<file path="src/rtl/serial_transmitter.sv">
// serial_transmitter: FIFO-buffered 7-bit word serialiser, one bit per clock
// Frame: start(0), 7 data bits LSB first, parity, STOP_BITS stop bits(1); line idles high.
module serial_transmitter #(
   parameter int DEPTH      = 4,
   parameter int STOP_BITS  = 1,
   parameter bit PARITY_ODD = 1'b1
) (
   input  logic                   clk,
   input  logic                   rstn,
   input  logic [6:0]             data_in,
   input  logic                   data_valid,
   output logic                   data_ready,
   output logic                   serial_out,
   output logic                   busy,
   output logic                   tx_done,
   output logic [$clog2(DEPTH):0] fifo_level
);
   localparam int AW = $clog2(DEPTH);
   localparam int SW = $clog2(STOP_BITS) + 1;

   typedef enum logic [2:0] {IDLE, START, DATA, PARITY, STOP} state_t;

   state_t        r_state, w_state_nxt;
   logic [6:0]    r_mem [DEPTH];
   logic [AW-1:0] r_wptr, r_rptr;
   logic [AW:0]   r_level;
   logic [6:0]    r_shift;
   logic          r_par, r_serial;
   logic [2:0]    r_bit_cnt;
   logic [SW-1:0] r_stop_cnt;
   logic [6:0]    w_head;
   logic          w_push, w_pop, w_empty, w_last_stop, w_serial_nxt;

   // Ready comes only from the registered count, so a same-cycle pop never frees a full FIFO
   assign data_ready  = r_level != (AW+1)'(DEPTH);
   assign w_empty     = r_level == '0;
   assign w_push      = data_valid && data_ready;
   assign w_last_stop = r_state == STOP && r_stop_cnt == SW'(STOP_BITS - 1);
   assign w_pop       = !w_empty && (r_state == IDLE || w_last_stop);
   assign w_head      = r_mem[r_rptr];
   assign fifo_level  = r_level;
   assign serial_out  = r_serial;

   always_ff @(posedge clk)
      if (w_push) r_mem[r_wptr] <= data_in;

   always_ff @(posedge clk or negedge rstn)
      if (!rstn) begin
         r_wptr  <= '0;
         r_rptr  <= '0;
         r_level <= '0;
      end else begin
         if (w_push) r_wptr <= r_wptr + AW'(1);
         if (w_pop) r_rptr <= r_rptr + AW'(1);
         r_level <= r_level + (AW+1)'(w_push) - (AW+1)'(w_pop);
      end

   always_ff @(posedge clk or negedge rstn)
      if (!rstn) r_state <= IDLE;
      else r_state <= w_state_nxt;

   always_comb begin
      w_state_nxt = r_state;
      case (r_state)
         IDLE:    w_state_nxt = w_empty ? IDLE : START;
         START:   w_state_nxt = DATA;
         DATA:    w_state_nxt = r_bit_cnt == 3'd6 ? PARITY : DATA;
         PARITY:  w_state_nxt = STOP;
         STOP:    w_state_nxt = !w_last_stop ? STOP : w_empty ? IDLE : START;
         default: w_state_nxt = IDLE;
      endcase
   end

   // Line value for the coming cycle, chosen by the state being entered
   always_comb begin
      w_serial_nxt = 1'b1;
      case (w_state_nxt)
         START:   w_serial_nxt = 1'b0;
         DATA:    w_serial_nxt = r_shift[0];
         PARITY:  w_serial_nxt = r_par;
         default: w_serial_nxt = 1'b1;
      endcase
      busy    = r_state != IDLE || !w_empty;
      tx_done = w_last_stop;
   end

   always_ff @(posedge clk or negedge rstn)
      if (!rstn) begin
         r_serial   <= 1'b1;
         r_shift    <= '0;
         r_par      <= 1'b0;
         r_bit_cnt  <= '0;
         r_stop_cnt <= '0;
      end else begin
         r_serial <= w_serial_nxt;
         if (w_pop) begin
            r_shift <= w_head;
            r_par   <= PARITY_ODD ? ~^w_head : ^w_head;
         end else if (w_state_nxt == DATA) begin
            r_shift <= r_shift >> 1;
         end
         r_bit_cnt  <= r_state == DATA ? r_bit_cnt + 3'd1 : '0;
         r_stop_cnt <= r_state == STOP ? r_stop_cnt + SW'(1) : '0;
      end
endmodule

</file>
<file path="config.mk">
export PLATFORM = sky130hd
export DESIGN_NAME = serial_transmitter
export DESIGN_NICKNAME = d
export VERILOG_FILES = /design/src/rtl/serial_transmitter.sv
export SDC_FILE = /design/constraint.sdc
export NUM_CORES = 1
export LEC_CHECK = 0
export ABC_AREA = 1
export BUFFER_PORTS_ARGS = -buffer_cell sky130_fd_sc_hd__buf_2
export CAP_MARGIN = 20
export CORE_UTILIZATION = 50
export DETAILED_ROUTE_END_ITERATION = 10
export PLACE_DENSITY_LB_ADDON = 0.08
export SYNTH_ARGS = -nofsm -noshare
export SYNTH_HDL_FRONTEND = slang
export SYNTH_SLANG_ARGS = --single-unit
</file>
<file path="constraint.sdc">
create_clock -name clk -period 2.7 [get_ports clk]
set_input_delay 0.54 -clock clk [delete_from_list [all_inputs] [get_ports clk]]
set_output_delay 0.54 -clock clk [all_outputs]
set_load 0.05 [all_outputs]
</file>
# Yosys cells after proc, flatten, opt, wreduce, memory -nomap -nowiden
# Memories as Yosys holds them, arrays and structs flattened.
# Index checks and enable logic that the tools add are counted.
# Widths: inputs -> output; s select.
# word_totals
ff_bits,23
mem_bits_rw,28
input_bits,10
elab_cells,48
n_memories,1
# op_classes
add_sub_neg,6
eq_ne,9
n_mux,11
n_bitwise,1
n_reduce_logical,11
# memory_table
memory,words,width,rd,rd_ports_with_merged_regs,write_ports,line,rtl
r_mem,4,7,1,0,1,24,logic [6:0] r_mem [DEPTH];
# op_table
op,n
$pmux 3 s5,1
$mux 7,2
$eq 3x2->1 const B,4
$reduce_xnor 7->1,1
$eq 3x1->1 const B,2
$eq 3x3->1 const B,2
$logic_not 3->1,2
$mux 3,2
$mux 1,5
$add 2x1->2 const B,2
$add 3x1->3,1
$add 3x1->3 const B,1
$logic_and 1x1->1,3
$ne 3x3->1 const B,1
$pmux 1 s3,1
$reduce_bool 3->1,1
$sub 3x1->3,1
$logic_or 1x1->1,2
$reduce_bool 2->1,1
$add 1x1->1 const B,1
$logic_not 1->1,1
$not 1->1,1

# Longest topological paths before layout
# logic_depth
ltp_word,7
depth_mapped,14
ltp_nobuf,13

# Worst setup path after synthesis
# OpenSTA, ideal clock, no wires.
# synth_timing
path_type,flip-flop to flip-flop
startpoint,register r_level[1] (netlist: fifo_level[1])
endpoint,register r_level[2] (netlist: fifo_level[2])
setup_ps,130
t_arrival_ps,2519
required_time_ps,2570
slack_ps,51
stages_incl_launch_ff,9
path_buffers,0
period_less_slack_ps,2649
path_cell_list,dfrtp_1 -> nor2_1 -> nand2_1 -> nand2_1 -> ha_1 -> inv_1 -> ha_1 -> fa_1 -> xor2_1
# synth_between
elab_chain_cells,4
word_cells_on_any_way,7
classes_between,add/sub (2); eq/ne (1); reduce/logical (4)
# synth_lines
item,line,rtl
start: declaration,26,logic [AW:0] r_level;
start signal: assignment,55,r_level <= r_level + (AW+1)'(w_push) - (AW+1)'(w_pop);
$ne 3x3->1,35,assign data_ready = r_level != (AW+1)'(DEPTH);
net data_ready,12,"output logic data_ready,"
$logic_and 1x1->1,37,assign w_push = data_valid && data_ready;
$add 3x1->3,55,
$sub 3x1->3,55,
# The timed path passes the listed nets, and every way through them passes these cells.
# A chain may end at the register's enable or synchronous reset.

# Worst setup path in the final report
# layout_timing
startpoint,register r_level[1] (netlist: fifo_level[1])
endpoint,register r_level[2] (netlist: fifo_level[2])
# layout_between
elab_chain_cells,4
word_cells_on_any_way,7
classes_between,add/sub (2); eq/ne (1); reduce/logical (4)
# layout_lines
item,line
$ne 3x3->1 / $logic_not 3->1 (equally long branches),"35, 36"
$logic_and 1x1->1 / $logic_not 1->1 (equally long branches),"37, 39"
$add 3x1->3 / $logic_and 1x1->1 (equally long branches),"55, 39"
$sub 3x1->3 (*),55
# Mark *: on every way between the ends. The rest lies on a longest branch, timed or not.

==> impl_metrics.tcl <==
set metrics [dict create \
    setup_violations 0 \
    detail_route.wirelength_um 3832 \
    grt_setup_unrepaired "no" \
    timing_hold_violations_final 0 \
    number_of_input_and_output_port_buffers_inserted 16 \
    power.leakage_uw 0.001220 \
    power.switching_uw 1631 \
    timing.final.crit_period_ns 1.994 \
    switching_power_share_of_the_total_pct 46.64 \
    timing.critical_path.buf_inv 1 \
    coreArea_um2 4723 \
    postSynthNetCount 269 \
    synth_top_cell_area_share_pct 34.18 \
    tightest_slew_ns 0.6925 \
    max_stage_delay_ns 0.47 \
    n_antenna_cell 0 \
    critPathSlowestCell "sky130_fd_sc_hd__dfrtp_1" \
    insertion_delay_ns 0.30 \
    grt_first_pass_wirelength_um 6568 \
    synth_top_cells_by_area "sky130_fd_sc_hd__edfxtp_1 (34%), sky130_fd_sc_hd__dfrtp_1 (22%), sky130_fd_sc_hd__nand2_1 (13%), sky130_fd_sc_hd__ha_1 (4.1%), sky130_fd_sc_hd__nand3_1 (3.7%)" \
    die_width_um 72.14 \
    synth_sequential_area_ratio_pct 57.63 \
    antenna_violations_before_repair 0 \
    cts_made_buffers 5 \
    chipHeight_um 72.14 \
    required_arrival_time_at_the_worst_endpoint_ns 2.88 \
    final-max-slew-violation-count 0 \
    cp_data_arrival_time_ns 2.18 \
    share_clk_of_total_power_pct 12.6 \
    fillerInstances 401 \
    p_per_area_nw_per_um2 1302 \
    grt_busiest_layer "met2" \
    setup_tns_ns 0 \
    crit_start "fifo_level[1]" \
    power_total_uw 3497 \
    overflow 0 \
    num-nets-final 288 \
    detail_route.drc_violations 0 \
    cts-resized-gates 0 \
    r2r_cells 8 \
    detail_route.iter0.violations 25 \
    global_route.usage.met3_pct 4.167 \
    clock-skew-final_ns 0.007271 \
    outcome "finished, final reports clean" \
    rows 25 \
    share_seq_of_total_power_pct 35.8 \
    asyncSetResetFlopFracSynth_pct 45.10 \
    clock_tree.buffer_depth 2 \
    syn_avg_cell_area_um2 9.839 \
    drt-vias-per-instance 4.585 \
    global_route.usage.total_pct 17.00 \
    syn_inst 250 \
    period_share_pct 73.87 \
    critical_path_peak_fanout 8 \
    tritoncts_num_sinks 51 \
    path_depth 8 \
    cts.hold.buffers_added 0 \
    number_of_enable_type_register_cells_in_the_synthesized_netlist 28 \
    hold_path_class "in2async" \
    worst-setup-path-type "reg2reg" \
    io-pin-count 17 \
    initial_core_util_pct 52.08 \
    met2_usage_pct 27.31 \
    post-cts-setup-buffer-count 0 \
    globalplace.congestion 0.7103 \
    wl_per_cell_um 11.37 \
    final_cell_area_um2 2685 \
    layout-area-overhead-vs-synth_pct 9.156 \
    num_vias 1545 \
    cts_tree "done" \
    synth.most_common_cell "sky130_fd_sc_hd__nand2_1" \
    finalHoldWorstSlack_ns 0.1968 \
    firstDrtPassIters 4 \
    fraction_of_layout_instances_using_a_drive_strength_above_1_pct 17.78 \
    ys.flop_type "sky130_fd_sc_hd__edfxtp_1" \
    comb_power_share_pct 51.7 \
    p_int_uw 1866 \
    tightest_slew_margin_relative_to_the_limit_pct 53.66 \
    final_hpwl_dp_um 2785 \
    critical_path.cell_chain "nor2_1, nand2_1, nand2_1, ha_1, inv_1, ha_1, fa_1, xor2_1" \
    timing.critical_path.from_type "flip-flop" \
    synthTopCellsByCount "sky130_fd_sc_hd__nand2_1 (84), sky130_fd_sc_hd__edfxtp_1 (28), sky130_fd_sc_hd__inv_1 (24), sky130_fd_sc_hd__dfrtp_1 (22)" \
    synth_unique_cells 30 \
    synth_seq_cells 51 \
    vdd.ir_drop.worst_mv 0.5571 \
    post_synth_instance_area_um2 2460 \
    critical-path-top-delay-family "adder cells" \
    timing.critical_path.to_type "flip-flop" \
    grt_max_degree 24 \
    gr-usage-met1_pct 22.75 \
    warnings_from_yosys 0 \
    number_of_max_cap_violations 0 \
    netlist.top_cell.by_area "sky130_fd_sc_hd__edfxtp_1" \
    ctsHtreeMaxLevel 2 \
    max_freq_ghz 0.5014 \
    r2r-start "fifo_level[1]" \
    ant_nets 0 \
    dieArea_um2 5204 \
    clock-root-buffer "sky130_fd_sc_hd__clkbuf_8" \
    grt_pass1_vias 1477 \
    clk_transition_reported_paths_ns 0.10 \
    dpl-instance-area_um2 2594 \
]
-- final timing paths --
kind,end,slack [ns]
setup reg to reg,fifo_level[2],0.71
setup / recovery,fifo_level[2],0.71
max in group asynchronous,serial_out,2.14
hold / removal,r_shift[3],0.20
min in group clk,r_mem[3][3],0.45
hold reg to reg,r_par,0.48
-- power groups by stage --
stage / Combinational [uW] / Sequential [uW] / Clock [uW]
after CTS: 1840 / 1250 / 453
final: 1810 / 1250 / 439
after global placement: 1810 / 1260 / 0
after floorplan: 1460 / 1320 / 0
after global routing: 2090 / 1280 / 483
after detailed placement: 1830 / 1270 / 0
-- stage by stage --
stage                     setup slack (ns)  util [%]  std cells
after floorplan                    0.05115         -        250
after global placement              0.7154     54.91        329
after detailed placement            0.6698     54.91        329
after CTS                           0.6814     56.85        337
after global routing                0.5603     56.85        337
final                               0.7056     56.85        337
-- cells by family after synthesis --
group,share of synthesized area (%)
simple gates,24.31
flops,57.63
buf+inv,6.206
compound gates,4.832
fa+ha+maj,4.883
xor+xnor,2.136
-- cell usage in the layout (no fill, tap or decap), types with 2 or more instances in the layout --
cell and count:
sky130_fd_sc_hd__nand2_1 84, sky130_fd_sc_hd__edfxtp_1 28, sky130_fd_sc_hd__inv_1 24, sky130_fd_sc_hd__dfrtp_1 22, sky130_fd_sc_hd__nand3_1 18, sky130_fd_sc_hd__nor2_1 18, sky130_fd_sc_hd__buf_2 16, sky130_fd_sc_hd__ha_1 8
sky130_fd_sc_hd__o21ai_0 7, sky130_fd_sc_hd__a21oi_2 5, sky130_fd_sc_hd__clkbuf_8 5, sky130_fd_sc_hd__nor2_2 4, sky130_fd_sc_hd__xor2_1 4, sky130_fd_sc_hd__inv_2 3, sky130_fd_sc_hd__nor2_4 2, sky130_fd_sc_hd__a21oi_1 2
sky130_fd_sc_hd__xnor2_1 2, sky130_fd_sc_hd__o21ai_2 2, sky130_fd_sc_hd__inv_6 2, sky130_fd_sc_hd__buf_4 2
-- flip-flops by register name, indices dropped and copies added (netlist names), 2 cells and up --
signal,cells
r_bit_cnt,3
r_rptr,2
r_state,3
r_wptr,2
r_shift,7
fifo_level,3
r_mem,28
-- layout make-up --
class | instances | area, um2 | share of cell area (%)
inverters | 28 | 107.6 | 4.007
flip-flops and latches | 51 | 1418 | 52.80
well taps | 67 | 83.83 | 3.122
clock buffers | 5 | 68.82 | 2.563
clock inverters | 3 | 22.52 | 0.8388
multi-input cells | 165 | 889.6 | 33.13
repair buffers | 18 | 95.09 | 3.541
-- per-layer routing --
| metal | wire length, um | vias up | share of wire (%) |
|---|---|---|---|
| met5 | 0 | - | 0 |
| met4 | 44 | 0 | 1.1 |
| met3 | 77 | 4 | 2.0 |
| met2 | 1831 | 13 | 48 |
| met1 | 1878 | 696 | 49 |
| li1 | - | 832 | - |
(Power assumes the default switching activity.)
